===== src/rtl/posit_addsub_raw_pipe.sv =====
// Four-stage raw posit adder/subtractor with valid/ready flow control and tag passthrough.
// Operands are pre-extracted {sgn, scale, fraction, inf, zero}; the result is unrounded.
module posit_addsub_raw_pipe #(
  parameter int SW    = 8,
  parameter int FW    = 27,
  parameter int GUARD = 3,
  parameter int TAG_W = 4,
  parameter int IN_W  = 1 + SW + FW + 2,
  parameter int OUT_W = 1 + SW + (FW + GUARD + 1) + 2
) (
  input  logic             clk,
  input  logic             rst_n,
  input  logic             in_valid,
  output logic             in_ready,
  input  logic [IN_W-1:0]  in1,
  input  logic [IN_W-1:0]  in2,
  input  logic             op_sub,
  input  logic [TAG_W-1:0] in_tag,
  output logic             out_valid,
  input  logic             out_ready,
  output logic [OUT_W-1:0] result,
  output logic [TAG_W-1:0] out_tag
);
  localparam int MW   = FW + GUARD + 1;
  localparam int SUMW = MW + 1;
  localparam int SHW  = $clog2(MW + 1);
  localparam int PW   = $clog2(SUMW);
  localparam logic signed [SW:0]   MW_S     = (SW+1)'(MW);
  localparam logic signed [SW+1:0] NORM_OFS = (SW+2)'(FW + GUARD);
  localparam logic signed [SW+1:0] SCL_MAX  = (SW+2)'((1 << (SW-1)) - 1);
  localparam logic signed [SW+1:0] SCL_MIN  = -(SW+2)'(1 << (SW-1));

  function automatic logic [PW-1:0] lod(input logic [SUMW-1:0] v);
    lod = '0;
    for (int i = 0; i < SUMW; i++)
      if (v[i]) lod = PW'(i);
  endfunction

  function automatic logic signed [SW-1:0] sat_scale(input logic signed [SW+1:0] s);
    if (s > SCL_MAX)      sat_scale = SCL_MAX[SW-1:0];
    else if (s < SCL_MIN) sat_scale = SCL_MIN[SW-1:0];
    else                  sat_scale = s[SW-1:0];
  endfunction

  logic vld_p0, vld_p1, vld_p2, vld_p3;
  logic en_p0, en_p1, en_p2, en_p3;

  assign en_p3     = ~vld_p3 | out_ready;
  assign en_p2     = ~vld_p2 | en_p3;
  assign en_p1     = ~vld_p1 | en_p2;
  assign en_p0     = ~vld_p0 | en_p1;
  assign in_ready  = en_p0;
  assign out_valid = vld_p3;

  always_ff @(posedge clk) begin
    if (!rst_n) begin
      vld_p0 <= 1'b0;
      vld_p1 <= 1'b0;
      vld_p2 <= 1'b0;
      vld_p3 <= 1'b0;
    end else begin
      if (en_p0) vld_p0 <= in_valid;
      if (en_p1) vld_p1 <= vld_p0;
      if (en_p2) vld_p2 <= vld_p1;
      if (en_p3) vld_p3 <= vld_p2;
    end
  end

  // Stage 0: capture, zero operands canonicalised, B sign folded with op_sub
  logic                 sgn_a_p0, sgn_b_p0, inf_a_p0, inf_b_p0, zro_a_p0, zro_b_p0;
  logic signed [SW-1:0] scl_a_p0, scl_b_p0;
  logic [FW-1:0]        frc_a_p0, frc_b_p0;
  logic [TAG_W-1:0]     tag_p0;

  always_ff @(posedge clk) begin
    if (en_p0) begin
      zro_a_p0 <= in1[0];
      inf_a_p0 <= in1[1] & ~in1[0];
      frc_a_p0 <= in1[0] ? '0 : in1[FW+1:2];
      scl_a_p0 <= in1[0] ? '0 : in1[FW+SW+1:FW+2];
      sgn_a_p0 <= ~in1[0] & in1[IN_W-1];
      zro_b_p0 <= in2[0];
      inf_b_p0 <= in2[1] & ~in2[0];
      frc_b_p0 <= in2[0] ? '0 : in2[FW+1:2];
      scl_b_p0 <= in2[0] ? '0 : in2[FW+SW+1:FW+2];
      sgn_b_p0 <= ~in2[0] & (in2[IN_W-1] ^ op_sub);
      tag_p0   <= in_tag;
    end
  end

  logic                 a_hi;
  logic signed [SW-1:0] hi_scl, lo_scl;
  logic [MW-1:0]        man_a, man_b;
  logic signed [SW:0]   diff;
  logic [SHW-1:0]       shamt;

  always_comb begin
    if (zro_b_p0)                   a_hi = 1'b1;
    else if (zro_a_p0)              a_hi = 1'b0;
    else if (scl_a_p0 != scl_b_p0)  a_hi = scl_a_p0 > scl_b_p0;
    else                            a_hi = frc_a_p0 >= frc_b_p0;
    man_a  = {~zro_a_p0, frc_a_p0, {GUARD{1'b0}}};
    man_b  = {~zro_b_p0, frc_b_p0, {GUARD{1'b0}}};
    hi_scl = a_hi ? scl_a_p0 : scl_b_p0;
    lo_scl = a_hi ? scl_b_p0 : scl_a_p0;
    diff   = (SW+1)'(hi_scl) - (SW+1)'(lo_scl);
    // A zero low operand has scale 0 and can exceed hi; its mantissa is empty anyway
    if (diff < 0)         shamt = '0;
    else if (diff > MW_S) shamt = SHW'(MW);
    else                  shamt = SHW'(diff);
  end

  // Stage 1: ordered operands and alignment distance
  logic [MW-1:0]        hi_man_p1, lo_man_p1;
  logic [SHW-1:0]       shamt_p1;
  logic                 sub_p1, hi_sgn_p1, inf_p1;
  logic signed [SW-1:0] hi_scl_p1;
  logic [TAG_W-1:0]     tag_p1;

  always_ff @(posedge clk) begin
    if (en_p1) begin
      hi_man_p1 <= a_hi ? man_a : man_b;
      lo_man_p1 <= a_hi ? man_b : man_a;
      shamt_p1  <= shamt;
      sub_p1    <= sgn_a_p0 ^ sgn_b_p0;
      hi_sgn_p1 <= a_hi ? sgn_a_p0 : sgn_b_p0;
      hi_scl_p1 <= hi_scl;
      inf_p1    <= inf_a_p0 | inf_b_p0;
      tag_p1    <= tag_p0;
    end
  end

  logic [MW-1:0]   lo_shift, lo_mask, lo_algn;
  logic [SUMW-1:0] raw_sum;

  always_comb begin
    lo_shift = lo_man_p1 >> shamt_p1;
    lo_mask  = ~({MW{1'b1}} << shamt_p1);
    lo_algn  = lo_shift | {{(MW-1){1'b0}}, |(lo_man_p1 & lo_mask)};
    raw_sum  = sub_p1 ? ({1'b0, hi_man_p1} - {1'b0, lo_algn})
                      : ({1'b0, hi_man_p1} + {1'b0, lo_algn});
  end

  // Stage 2: raw sum awaiting normalisation
  logic [SUMW-1:0]      sum_p2;
  logic                 hi_sgn_p2, inf_p2;
  logic signed [SW-1:0] hi_scl_p2;
  logic [TAG_W-1:0]     tag_p2;

  always_ff @(posedge clk) begin
    if (en_p2) begin
      sum_p2    <= raw_sum;
      hi_sgn_p2 <= hi_sgn_p1;
      hi_scl_p2 <= hi_scl_p1;
      inf_p2    <= inf_p1;
      tag_p2    <= tag_p1;
    end
  end

  logic [PW-1:0]        lead, lsh;
  logic signed [SW+1:0] scl_wide;
  logic [MW-1:0]        frc_norm;
  logic [OUT_W-1:0]     res_nx;

  always_comb begin
    lead     = lod(sum_p2);
    lsh      = PW'(SUMW - 1) - lead;
    scl_wide = (SW+2)'(hi_scl_p2) + $signed((SW+2)'(lead)) - NORM_OFS;
    frc_norm = MW'(sum_p2 << lsh);
    if (inf_p2)              res_nx = {{(OUT_W-2){1'b0}}, 2'b10};
    else if (sum_p2 == '0)   res_nx = {{(OUT_W-1){1'b0}}, 1'b1};
    else                     res_nx = {hi_sgn_p2, sat_scale(scl_wide), frc_norm, 2'b00};
  end

  // Stage 3: output register, cleared on reset so no stale result is visible
  logic [OUT_W-1:0] result_p3;
  logic [TAG_W-1:0] tag_p3;

  always_ff @(posedge clk) begin
    if (!rst_n) begin
      result_p3 <= '0;
      tag_p3    <= '0;
    end else if (en_p3) begin
      result_p3 <= res_nx;
      tag_p3    <= tag_p2;
    end
  end

  assign result  = result_p3;
  assign out_tag = tag_p3;

endmodule

===== config.mk =====
export PLATFORM = sky130hd
export DESIGN_NAME = posit_addsub_raw_pipe
export DESIGN_NICKNAME = d
export VERILOG_FILES = /design/src/rtl/posit_addsub_raw_pipe.sv
export SDC_FILE = /design/constraint.sdc
export NUM_CORES = 1
export LEC_CHECK = 0
export ABC_AREA = 1
export CAP_MARGIN = 20
export CORE_ASPECT_RATIO = 0.8
export CORE_MARGIN = 4
export CORE_UTILIZATION = 25
export CTS_BUF_LIST = sky130_fd_sc_hd__clkbuf_2 sky130_fd_sc_hd__clkbuf_4 sky130_fd_sc_hd__clkbuf_8
export CTS_CLUSTER_DIAMETER = 40
export DETAILED_ROUTE_END_ITERATION = 16
export SETUP_SLACK_MARGIN = 0.3
export SYNTH_ARGS = -nofsm -noshare
export SYNTH_HDL_FRONTEND = slang
export SYNTH_SLANG_ARGS = --single-unit

===== constraint.sdc =====
create_clock -name clk -period 9.3 [get_ports clk]
set_clock_uncertainty 0.15 [all_clocks]
set_input_delay 0.93 -clock clk [delete_from_list [all_inputs] [get_ports clk]]
set_output_delay 0.93 -clock clk [all_outputs]
set_load 0.02 [all_outputs]

==> impl_metrics.yaml <==
run_status:
  status: "complete, no violations"
clock_network:
  cts_hold_buffers: 0
  clock_latency_ns: 0.61
  clock-sinks: 252
  path_clk_slew_ns: 0.06
  clk_path_buf_depth: 3
  cts_resized: 0
  post-cts-setup-buffers: 0
  cts_inserted_buffers: 45
  cts_tree: "done"
  h-tree-depth: 2
  cts-root-buf: "clkbuf_8"
timing:
  rsz0062_at_grt: "false"
  setup_viol: 0
  drv_slew: 0
  worst_pin_slew_ns: 1.04
  hold_viol_final: 0
  fmax_ghz: 0.161
  worst_slack_ns: 3.09
  fin_crit_ns: 6.21
  period_share_pct: 66.8
  fin_setup_tns_ns: 0
  timing.slew.headroom_pct: 30.3
power:
  p_per_area_nw_per_um2: 293
  seqPwrFrac_pct: 28.4
  power_uw: 5770
  p_clk_share_pct: 18.8
  ir_drop_v: 0.000130
  comb_power_share_pct: 52.8
  p_leak_uw: 0.00867
  p_sw_share_pct: 45.3
  internal_power_uw: 3160
  p_sw_uw: 2610
min_path:
  min_from: "hi_scl_p1[7]$_DFFE_PP_"
  min_path_type: "register to register"
  whs_path_depth: 0
  hold_end: "hi_scl_p2[7]$_DFFE_PP_"
yosys:
  synth_seq_cells: 252
  syn_avg_cell_area_um2: 7.68
  synth_enable_flop_cells: 202
  yosys_warnings: 0
  synth_compound_area_share_pct: 12.4
  yosys.area_share.simple_pct: 25.8
  ys_seq_area_share_pct: 42.8
  syn_nets: 2317
  yosysMostFrequentCell: "nand2_1"
  netlist_area_um2: 16500
  ys_top_cells_by_area: "edfxtp_1 (37%), nand2_1 (11%), nand3_1 (7.2%), inv_1 (6.4%), dfxtp_1 (6.1%)"
  synth-main-ff-cell: "edfxtp_1"
  synth_mux_area_share_pct: 0.303
  postSynthCellCount: 2153
  ys_top_cells_by_count: "nand2_1 (494), inv_1 (281), nand3_1 (238), edfxtp_1 (202), nor2_1 (200)"
  synth_top_family_by_area: "simple AND/OR/NAND/NOR gates"
  synth-adder-area-share_pct: 6.03
  synth_xor_area_share_pct: 3.66
  async_reset_ff_share_pct: 0
  synth_cell_type_count: 58
  synth_area_leader_cell: "edfxtp_1"
  netlist.area_leader.share_pct: 36.7
drt:
  dr.pass1.iters: 5
  drt_iter0_drc: 1253
  wl_per_cell_um: 14.0
  routed.top_layer: "met4"
  postRouteAntennaNets: 0
  via_count: 14300
  drc: 0
  vias_per_cell: 4.52
  met2RoutedLength_um: 18200
  routed_wl_um: 44400
  wirelength_met1_um: 22100
  dr_wl_met3_um: 3250
placed_design:
  placed_cell_area_um2: 18700
  portBuffers: 132
  gp_congestion: 0.907
  pre_cts_ws_ns: 3.18
  hpwl_um: 34400
grt:
  grt.overflow.total: 0
  grt_usage_pct: 12.4
  antenna_found_initial: 1
  grt_pass1_vias: 13400
  grt_max_degree: 77
  grt_pass1_wl_um: 71300
setup_path:
  worst_ep_required_time_ns: 9.50
  critPathArrivalTime_ns: 6.41
  crit_type: "register to register"
  reg2reg_slack_ns: 3.09
  reg2reg_to: "sum_p2[31]$_DFFE_PP_"
  endpoint_kind: "register"
  r2r-start: "shamt_p1[1]$_SDFFCE_PN0P_"
  startpoint_type: "register"
  critPathMaxFanout: 27
  ff2ff_path_depth: 27
die:
  row_count: 84
  core_area_um2: 65600
  dieArea_um2: 70300
  die_y_um: 238
  num_io_pins: 133
  die-width_um: 295
  start_util_pct: 25.2
finish:
  area_delta_synth_final_pct: 19.1
  stdcell_area_um2: 19700
  layout-drive-gt1-share_pct: 6.31
  layout.nets: 2429
run:
  maxCapViolCount: 0
## layer usage
| layer | track usage, % | vias up |
|---|---|---|
| met2 | 18.2 | 457 |
| li1 | - | 7407 |
| met5 | 0 | - |
| met1 | 18.6 | 6372 |
| met4 | 3.10 | 0 |
| met3 | 2.62 | 57 |
## layout by cell type, fill, tap and decap left out, drive strengths merged, types with 5 or more instances in the layout
cell,netlist,routed
nand2,496,496
inv,291,292
nand3,242,242
nor2,206,206
edfxtp,202,202
o21ai,176,176
clkdlybuf4s50,0,132
a21oi,124,124
ha,78,78
clkbuf,57,54
xor2,51,51
dfxtp,50,50
clkinv,5,23
nor3,21,21
nand4,20,20
buf,29,19
xnor2,18,18
o211ai,10,10
o21a,9,9
a211oi,7,7
or2,7,7
a31oi,6,6
mux2i,5,5
a22oi,5,5
## metrics by stage
stage	cells	util (%)	hold WS, ns
floorplan	2153	-	0.250
global placement	3077	28.5	0.251
detailed placement	3077	28.5	0.255
CTS	3158	30.0	0.261
global route	3160	30.0	0.269
finish	3160	30.0	0.262
## worst max-delay path by stage
stage               slack (ns)                      end                      start  depth (start not counted)
floorplan                 3.87                 in_ready                  out_ready                          7
global placement          3.25  result[36]$_SDFFE_PN0P_        sum_p2[3]$_DFFE_PP_                         43
detailed placement        3.18     sum_p2[31]$_DFFE_PP_  shamt_p1[1]$_SDFFCE_PN0P_                         27
CTS                       3.17     sum_p2[31]$_DFFE_PP_  shamt_p1[1]$_SDFFCE_PN0P_                         27
global route              2.46     sum_p2[31]$_DFFE_PP_  shamt_p1[1]$_SDFFCE_PN0P_                         28
finish                    3.09     sum_p2[31]$_DFFE_PP_  shamt_p1[1]$_SDFFCE_PN0P_                         27
## power groups by stage
stage | registers (uW) | clock network [uW] | logic [uW]
floorplan | 1680 | 0 | 2160
global placement | 1660 | 0 | 3000
detailed placement | 1660 | 0 | 3000
CTS | 1640 | 1130 | 3020
global route | 1670 | 1180 | 3430
finish | 1640 | 1080 | 3040
## flip-flops by register name, indices dropped and copies added, names as in the netlist, 4 cells and up
| register | cells |
|---|---|
| tag_p1 | 4 |
| scl_a_p0 | 8 |
| hi_scl_p1 | 8 |
| scl_b_p0 | 8 |
| sum_p2 | 32 |
| lo_man_p1 | 28 |
| tag_p0 | 4 |
| result | 42 |
| shamt_p1 | 5 |
| frc_a_p0 | 27 |
| hi_man_p1 | 28 |
| tag_p2 | 4 |
| hi_scl_p2 | 8 |
| out_tag | 4 |
| frc_b_p0 | 27 |
## worst max-delay path, stage by stage, from the launching register on
cell	delay, ns
edfxtp_1	0.89
inv_2	0.42
or2_1	0.33
o21a_1	0.11
nand2_1	0.05
o21ai_1	0.10
o21ai_2	0.18
nand3_2	0.12
a211oi_4	0.42
ha_1	0.24
nand3_1	0.11
nor3_2	0.14
nand3_1	0.13
nor3_2	0.15
nand3_1	0.12
nor3_1	0.19
and3_1	0.24
nand2_1	0.09
nor4_2	0.23
a21oi_1	0.13
xor2_1	0.17
inv_1	0.06
ha_1	0.36
a21oi_1	0.22
o21bai_1	0.09
a211oi_1	0.23
o21ai_1	0.11
xor2_1	0.16
## cell type report
cell class / count / area, um2
Tap cell: 860 / 1080
Multi-Input combinational cell: 1519 / 8000
Sequential cell: 252 / 7070
Inverter: 296 / 1110
Timing Repair Buffer: 151 / 1480
Antenna cell: 1 / 2.50
Fill cell: 7171 / 45900
Clock inverter: 27 / 259
Clock buffer: 54 / 687
## kinds of logic after synthesis
kind of cell / after synthesis
simple gates: 1001
xor+xnor: 69
fa+ha+maj: 79
mux: 5
compound gates: 365
buf+inv: 382
flops: 252
Power figures use the tool's default switching activity.
